**config.mk**
```make
export PLATFORM = sky130hd
export DESIGN_NAME = pipe_divider_nr
export DESIGN_NICKNAME = d
export VERILOG_FILES = /design/src/rtl/div_pkg.sv /design/src/rtl/div_nr_stage.sv /design/src/rtl/pipe_divider_nr.sv
export SDC_FILE = /design/constraint.sdc
export NUM_CORES = 2
export LEC_CHECK = 0
export ABC_AREA = 1
export CAP_MARGIN = 10
export CORE_UTILIZATION = 45
export DETAILED_ROUTE_END_ITERATION = 10
export PLACE_DENSITY = 0.63
export SLEW_MARGIN = 0
export SYNTH_ARGS = -nofsm -noshare
export SYNTH_HDL_FRONTEND = slang
export SYNTH_HIERARCHICAL = 1
export SYNTH_SLANG_ARGS = --single-unit
```
**constraint.sdc**
```tcl
create_clock -name clk -period 3.4 [get_ports clk]
set_input_delay 0.68 -clock clk [delete_from_list [all_inputs] [get_ports clk]]
set_output_delay 0.68 -clock clk [all_outputs]
set_load 0.01 [all_outputs]
```
**src/rtl/div_pkg.sv**
```systemverilog
// Shared definitions for the pipelined non-restoring divider: the div-by-zero quotient
// constant and the bit layout of the per-stage payload vector.
package div_pkg;

    // Payload layout, LSB first: valid | rem[W:0] | quo[W-1:0] | dvs[W-1:0] | div_zero | tag
    localparam int PL_VALID   = 0;
    localparam int PL_REM_LSB = 1;

    function automatic int pl_quo_lsb(input int width);
        return width + 2;
    endfunction

    function automatic int pl_dvs_lsb(input int width);
        return 2 * width + 2;
    endfunction

    function automatic int pl_dz_bit(input int width);
        return 3 * width + 2;
    endfunction

    function automatic int pl_tag_lsb(input int width);
        return 3 * width + 3;
    endfunction

    function automatic int pl_width(input int width, input int tag_w);
        return 3 * width + 3 + tag_w;
    endfunction

    function automatic logic [63:0] DIV_ZERO_Q(input int width);
        return (64'd1 << width) - 64'd1;
    endfunction

endpackage

```
**src/rtl/div_nr_stage.sv**
```systemverilog
// One divider pipeline stage: BITS_PER_STAGE unrolled non-restoring iterations feeding a
// payload register that loads only on adv.
module div_nr_stage
    import div_pkg::*;
#(
    parameter int WIDTH          = 13,
    parameter int BITS_PER_STAGE = 1,
    parameter int TAG_W          = 4,
    localparam int PW            = pl_width(WIDTH, TAG_W)
) (
    input  logic          clk,
    input  logic          rst,
    input  logic          adv,
    input  logic [PW-1:0] src,
    output logic [PW-1:0] dst
);

    localparam int QUO_LSB = pl_quo_lsb(WIDTH);
    localparam int DVS_LSB = pl_dvs_lsb(WIDTH);

    logic [WIDTH-1:0] dvs;
    logic [WIDTH:0]   rem_v;
    logic [WIDTH:0]   shifted;
    logic [WIDTH-1:0] quo_v;
    logic [PW-1:0]    dst_next;

    assign dvs = src[DVS_LSB +: WIDTH];

    // The quo field starts out holding the dividend; its MSBs are shifted into the
    // remainder while quotient bits fill in from the bottom.
    always_comb begin
        rem_v   = src[PL_REM_LSB +: WIDTH+1];
        quo_v   = src[QUO_LSB +: WIDTH];
        shifted = '0;
        for (int i = 0; i < BITS_PER_STAGE; i++) begin
            shifted = {rem_v[WIDTH-1:0], quo_v[WIDTH-1]};
            rem_v   = rem_v[WIDTH] ? shifted + {1'b0, dvs} : shifted - {1'b0, dvs};
            quo_v   = {quo_v[WIDTH-2:0], ~rem_v[WIDTH]};
        end
        dst_next                        = src;
        dst_next[PL_REM_LSB +: WIDTH+1] = rem_v;
        dst_next[QUO_LSB +: WIDTH]      = quo_v;
    end

    always_ff @(posedge clk) begin
        if (rst) begin
            dst <= '0;
        end else if (adv) begin
            dst <= dst_next;
        end
    end

endmodule

```
**src/rtl/pipe_divider_nr.sv**
```systemverilog
// Fully pipelined unsigned non-restoring divider: input register, S iteration stages and a
// correcting output register, all advancing together under a single valid/ready stall.
module pipe_divider_nr
    import div_pkg::*;
#(
    parameter int WIDTH          = 13,
    parameter int BITS_PER_STAGE = 1,
    parameter int TAG_W          = 4
) (
    input  logic             clk,
    input  logic             rst,
    input  logic             in_valid,
    output logic             in_ready,
    input  logic [WIDTH-1:0] dividend,
    input  logic [WIDTH-1:0] divisor,
    input  logic [TAG_W-1:0] in_tag,
    output logic             out_valid,
    input  logic             out_ready,
    output logic [WIDTH-1:0] quotient,
    output logic [WIDTH-1:0] remainder,
    output logic             div_zero,
    output logic [TAG_W-1:0] out_tag
);

    localparam int S       = WIDTH / BITS_PER_STAGE;
    localparam int PW      = pl_width(WIDTH, TAG_W);
    localparam int QUO_LSB = pl_quo_lsb(WIDTH);
    localparam int DVS_LSB = pl_dvs_lsb(WIDTH);
    localparam int DZ_BIT  = pl_dz_bit(WIDTH);
    localparam int TAG_LSB = pl_tag_lsb(WIDTH);

    logic          adv;
    logic [PW-1:0] in_next;
    logic [PW-1:0] in_reg;
    logic [PW-1:0] stage_pl [0:S];

    assign adv      = !out_valid || out_ready;
    assign in_ready = adv;

    always_comb begin
        in_next                     = '0;
        in_next[PL_VALID]           = in_valid;
        in_next[QUO_LSB +: WIDTH]   = dividend;
        in_next[DVS_LSB +: WIDTH]   = divisor;
        in_next[DZ_BIT]             = (divisor == '0);
        in_next[TAG_LSB +: TAG_W]   = in_tag;
    end

    always_ff @(posedge clk) begin
        if (rst) begin
            in_reg <= '0;
        end else if (adv) begin
            in_reg <= in_next;
        end
    end

    assign stage_pl[0] = in_reg;

    generate
        for (genvar gi = 0; gi < S; gi++) begin : g_stage
            div_nr_stage #(
                .WIDTH          (WIDTH),
                .BITS_PER_STAGE (BITS_PER_STAGE),
                .TAG_W          (TAG_W)
            ) u_stage (
                .clk (clk),
                .rst (rst),
                .adv (adv),
                .src (stage_pl[gi]),
                .dst (stage_pl[gi+1])
            );
        end
    endgenerate

    logic [PW-1:0]    fin;
    logic [WIDTH-1:0] fin_dvs;
    logic [WIDTH:0]   fin_rem;
    logic [WIDTH-1:0] fixed_rem;

    assign fin     = stage_pl[S];
    assign fin_dvs = fin[DVS_LSB +: WIDTH];
    assign fin_rem = fin[PL_REM_LSB +: WIDTH+1];

    // True remainder lies in [0, divisor), so WIDTH-bit wraparound of the add-back is exact.
    assign fixed_rem = fin_rem[WIDTH-1:0] + (fin_rem[WIDTH] ? fin_dvs : '0);

    always_ff @(posedge clk) begin
        if (rst) begin
            out_valid <= 1'b0;
            quotient  <= '0;
            remainder <= '0;
            div_zero  <= 1'b0;
            out_tag   <= '0;
        end else if (adv) begin
            out_valid <= fin[PL_VALID];
            div_zero  <= fin[DZ_BIT];
            out_tag   <= fin[TAG_LSB +: TAG_W];
            // With a zero divisor every iteration only shifts, leaving the dividend as remainder.
            remainder <= fixed_rem;
            if (fin[DZ_BIT]) begin
                quotient <= WIDTH'(DIV_ZERO_Q(WIDTH));
            end else begin
                quotient <= fin[QUO_LSB +: WIDTH];
            end
        end
    end

endmodule
```
Word-level counts from Yosys, hierarchy flattened:

Cells that the tools add are included.

* register bits after elaboration: 662
* input port bits: 34

* muxes and demuxes: 14
* reduce and logical (&&, ||, !) cells: 3
* bitwise operators: 13
* add/sub/neg operators: 26

Operators with widths (number)
* $add 14x13->14: 12
* $mux 14: 12
* $sub 14x13->14: 12
* $mux 13: 2
* $sub 1x13->14: 1
* $add 13x13->13: 1
* $logic_not 13->1: 1
* $not 1->1: 13
* $logic_not 1->1: 1
* $logic_or 1x1->1: 1

Longest topological paths before layout:

* word-level depth: 3
* depth in mapped cells: 21
* mapped depth without buffers: 21

By module:

The synthesis kept the hierarchy.

Modules (own cells, without submodules)
* div_nr_stage (g_stage[11].u_stage ...): area an instance 2628.8 sq um, cells an instance 386, seq. area each 920.9 sq um, instances 7
* div_nr_stage (g_stage[0].u_stage ...): area an instance 2616.3 sq um, cells an instance 391, seq. area each 920.9 sq um, instances 4
* pipe_divider_nr: area an instance 3086.7 sq um, cells an instance 454, seq. area each 1281.2 sq um, instances 1
* div_nr_stage (g_stage[12].u_stage): area an instance 2646.3 sq um, cells an instance 386, seq. area each 920.9 sq um, instances 1
* div_nr_stage (g_stage[9].u_stage): area an instance 2642.5 sq um, cells an instance 385, seq. area each 920.9 sq um, instances 1

Worst setup path before layout:

Ideal clock, no wire load.

* kind: reg2reg
* start: register g_stage[11].u_stage.dst[28]
* end: register g_stage[12].u_stage.dst[14]
* data required time: 3.272 ns
* setup time: 0.128 ns
* stages on the path, launching flop included: 17
* path slack: 1.003 ns
* buffers on the path: 0
* data arrival time: 2.269 ns
* path through: dfxtp_1 -> inv_1 -> ha_1 -> inv_1 -> nor2_1 -> nand3_1 -> o31ai_4 -> o21ai_1 -> xor2_1 -> ha_1 -> nand2_1 -> nor3_1 -> nand2_1 -> nand2_1 -> nand2_1 -> nand3_1 -> a21oi_1

* cells in the longest elaborated chain, start to end: 2
* elaborated cells on any way between the ends: 3
* classes of those cells: add/sub (2); mux (1)

RTL lines
* start: declaration: RTL line div_nr_stage.sv:15 `output logic [PW-1:0] dst`
* start signal: assignment: RTL line div_nr_stage.sv:49 `dst <= dst_next;`
* $sub 14x13->14 / $add 14x13->14 (equally long branches): RTL line div_nr_stage.sv:37 `rem_v = rem_v[WIDTH] ? shifted + {1'b0, dvs} : shifted - {1'b0, dvs};`
* $mux 14 (*): RTL line div_nr_stage.sv:37
* end signal: assignment: RTL line div_nr_stage.sv:49
* end: declaration: RTL line div_nr_stage.sv:15

Mark *: on every way between the ends. The rest lies on a longest branch, timed or not.
A chain may end at the register's enable or synchronous reset.

Worst setup path after layout:

* start: register g_stage[9].u_stage.dst[28]
* end: register g_stage[10].u_stage.dst[14]

* cells in the longest elaborated chain, start to end: 2
* elaborated cells on any way between the ends: 3
* classes of those cells: add/sub (2); mux (1)

RTL lines (RTL line)
* start: declaration: div_nr_stage.sv:15
* start signal: assignment: div_nr_stage.sv:49
* $sub 14x13->14 / $add 14x13->14 (equally long branches): div_nr_stage.sv:37
* $mux 14 (*): div_nr_stage.sv:37
* end signal: assignment: div_nr_stage.sv:49
* end: declaration: div_nr_stage.sv:15

Marks and branches as above.

==> flow_summary.ini <==
[detailed_routing]
drt_iter0_drc = 2026
dr_wl_met2_mm = 42.8
drc = 0
num_vias = 33100
wirelength_met1_mm = 45.2
wl_met3_mm = 2.66
via_per_inst = 4.99
topRoutingLayerUsed = met4
wl_mm = 92.4
wire_per_inst_um = 13.9
antenna_left = 0
drt-pass1-iter-count = 7

[worst_setup_path]
cp-end-kind = flip-flop
required_ps = 3880
rr_worst_depth = 18
start_kind = flip-flop
path_cells = inv_1, ha_1, nand2_1, nor2_1, nand3_1, nor3_1, a21oi_1, xor2_1, ha_1, nand2_1, nor2_1, nand2_1, inv_1, nand2_1, nand2_1, nand3_1, nand3_1, a21oi_1
cp.arrival_ps = 3290
crit_slowest_cell = ha_1
path_max_fanout = 4
path_class = reg2reg
cp_common_cell = nand2_1
r2r-end = g_stage[10].u_stage/dst[14]
r2r_setup_slack_ps = 580
rr_startpoint = g_stage[9].u_stage/dst[28]
cp_slowest_stage_delay_ps = 350

[die]
die_w_um = 290
num_io_pins = 67
dieArea_mm2 = 0.0839
die_h_um = 290
design.core.area_mm2 = 0.0820
initial_core_util_pct = 45.4
rows = 105

[min_path]
min-delay-path-class = reg2reg
min-delay-start = in_reg[41]
worstHoldEndpoint = in_reg[41]
worstHoldPathCells = 2

[timing]
fin_ws_ps = 584
tightestPinTransition_ps = 1080
finalClockSkew_ps = 19.7
hold-worst-slack_ps = 472
relSlewSlack_pct = 27.7
setup_violations = 0
final-max-slew-violation-count = 0
final.period_utilization_pct = 82.8
fmax_mhz = 355
min_period_ps = 2820
rsz0062_at_grt = false
final_hold_viol_count = 0
finalSetupTns_ps = 0

[cts]
clk_pin_slew_worst_paths_ps = 60
cts.repair.resized = 0
cts_max_path_buffers = 3
cts_tree = yes
cts_buffers = 75
root_buffer = clkbuf_16
cts_setup_buffers = 0
postCtsHoldBufs = 0
cts.htree.levels = 3
cts.sinks = 662
clk_latency_ps = 630

[layout]
antenna_cells = 0
design_area_mm2 = 0.0414
syn2layout_area_growth_pct = 11.2
nets = 5769
final_cells = 6631
largest_reg_flops = 598
layout-drive-gt1-share_pct = 5.75

[synth]
ys_seq_area_share_pct = 35.6
synth.most_common_cell = nor2_1
synth_commonest_cells = nor2_1 (1359), nand2_1 (839), dfxtp_1 (662)
synth_edf_count = 0
ys_warn_count = 6
synth_area_leaders = dfxtp_1 (36%), nor2_1 (14%), nand2_1 (8.5%), o21ai_0 (8.4%), ha_1 (7.4%)
yosysTopAreaCell = dfxtp_1
netlist_area_mm2 = 0.0372
yosys.cell_types.count = 45
synth_flop_cell = dfxtp_1
async_flop_share_pct = 0
syn-instance-count = 5491
synth_seq_cells = 662
avgSynthCellArea_um2 = 6.78
synth_top_area_share_pct = 35.6

[global_routing]
grt-ovfl-total = 0
grt_pass1_vias = 31200
grt.total_usage_pct = 22.1
antenna_found_initial = 0
grt_pass1_wl_mm = 155
grt_max_degree = 119

[run]
drv_cap = 0

[place]
port_buffers = 66
preCtsSetupSlack_ps = 590
post-place-cells = 6494
hpwl_mm = 67.5
placed_area_mm2 = 0.0388
gp_congestion = 0.875

[power_and_ir_drop]
ir_worst_vdd_mv = 0.423
powerDensity_mw_per_mm2 = 492
p_leak_uw = 0.0211

[run_status]
outcome = completed
[cell families after synthesis]
| logic type | Yosys count | share of synthesized area [%] |
|---|---|---|
| flip-flops | 662 | 35.6 |
| AO/OA/AOI/OAI | 1004 | 14.4 |
| XOR/XNOR | 233 | 5.48 |
| adder cells (fa/ha/maj) | 234 | 8.14 |
| buffers and inverters | 772 | 8.18 |
| AND/OR/NAND/NOR | 2585 | 28.2 |
| other | 1 | 0.0101 |
[stage by stage]
stage / util (%) / power [uW]
finish: 50.5 / 20400
global route: 50.5 / 21400
CTS: 50.5 / 20500
detailed placement: 47.4 / 12100
global placement: 47.4 / 12000
floorplan: - / 11200
[report_power, final]
group	switching (uW)	internal [uW]
sequential	398	8190
clock	3380	5050
combinational	2090	1260
total	5860	14500
[final cells by class]
type                            count  area, um^2
Tap cell                         1070        1340
Clock buffer                      102        2090
Sequential cell                   662       13300
Clock inverter                     35         487
Fill cell                        8303       40600
Multi-Input combinational cell   4080       21000
Timing Repair Buffer              110        1050
Inverter                          572        2150
[critical path: cells and delay by family (launching register included)]
| family | cells | cell delay [ps] |
|---|---|---|
| flip-flops | 1 | 320 |
| buffers and inverters | 2 | 210 |
| AND/OR/NAND/NOR | 11 | 1240 |
| XOR/XNOR | 1 | 160 |
| adder cells (fa/ha/maj) | 2 | 550 |
| AO/OA/AOI/OAI | 2 | 200 |
[layer usage]
layer  vias to the layer above  track usage [%]
li1                      17500                -
met5                         -                0
met4                         0             5.37
met3                       113             2.62
met2                       435             37.4
met1                     15100             29.7
[placed cells by master, fill, tap and decap left out, types with 24 or more instances in the layout]
cell / instances
nor3_1: 41
clkbuf_16: 75
o21ai_1: 36
a21oi_2: 29
xnor2_1: 36
ha_1: 220
nand2_2: 26
conb_1: 24
clkdlybuf4s50_1: 65
nor2_1: 1359
dfxtp_1: 662
xor2_1: 197
o21ai_0: 627
a21oi_1: 233
nand3_1: 211
nand2_1: 839
inv_1: 545
nand4_1: 24
nand3_2: 33
inv_2: 25
a21o_1: 29
buf_4: 39
[how the worst max path moves through the flow]
stage                                            from                           to  cells after the start
final                      g_stage[9].u_stage/dst[28]  g_stage[10].u_stage/dst[14]                     18
after global routing       g_stage[0].u_stage/dst[28]   g_stage[1].u_stage/dst[14]                     17
after CTS                                   out_ready                     in_ready                      4
after detailed placement                    out_ready                     in_ready                      4
after global placement                      out_ready                     in_ready                      4
after floorplan           g_stage[11].u_stage/dst[28]  g_stage[12].u_stage/dst[14]                     16
Note: power is estimated with default switching activity, not from simulation.
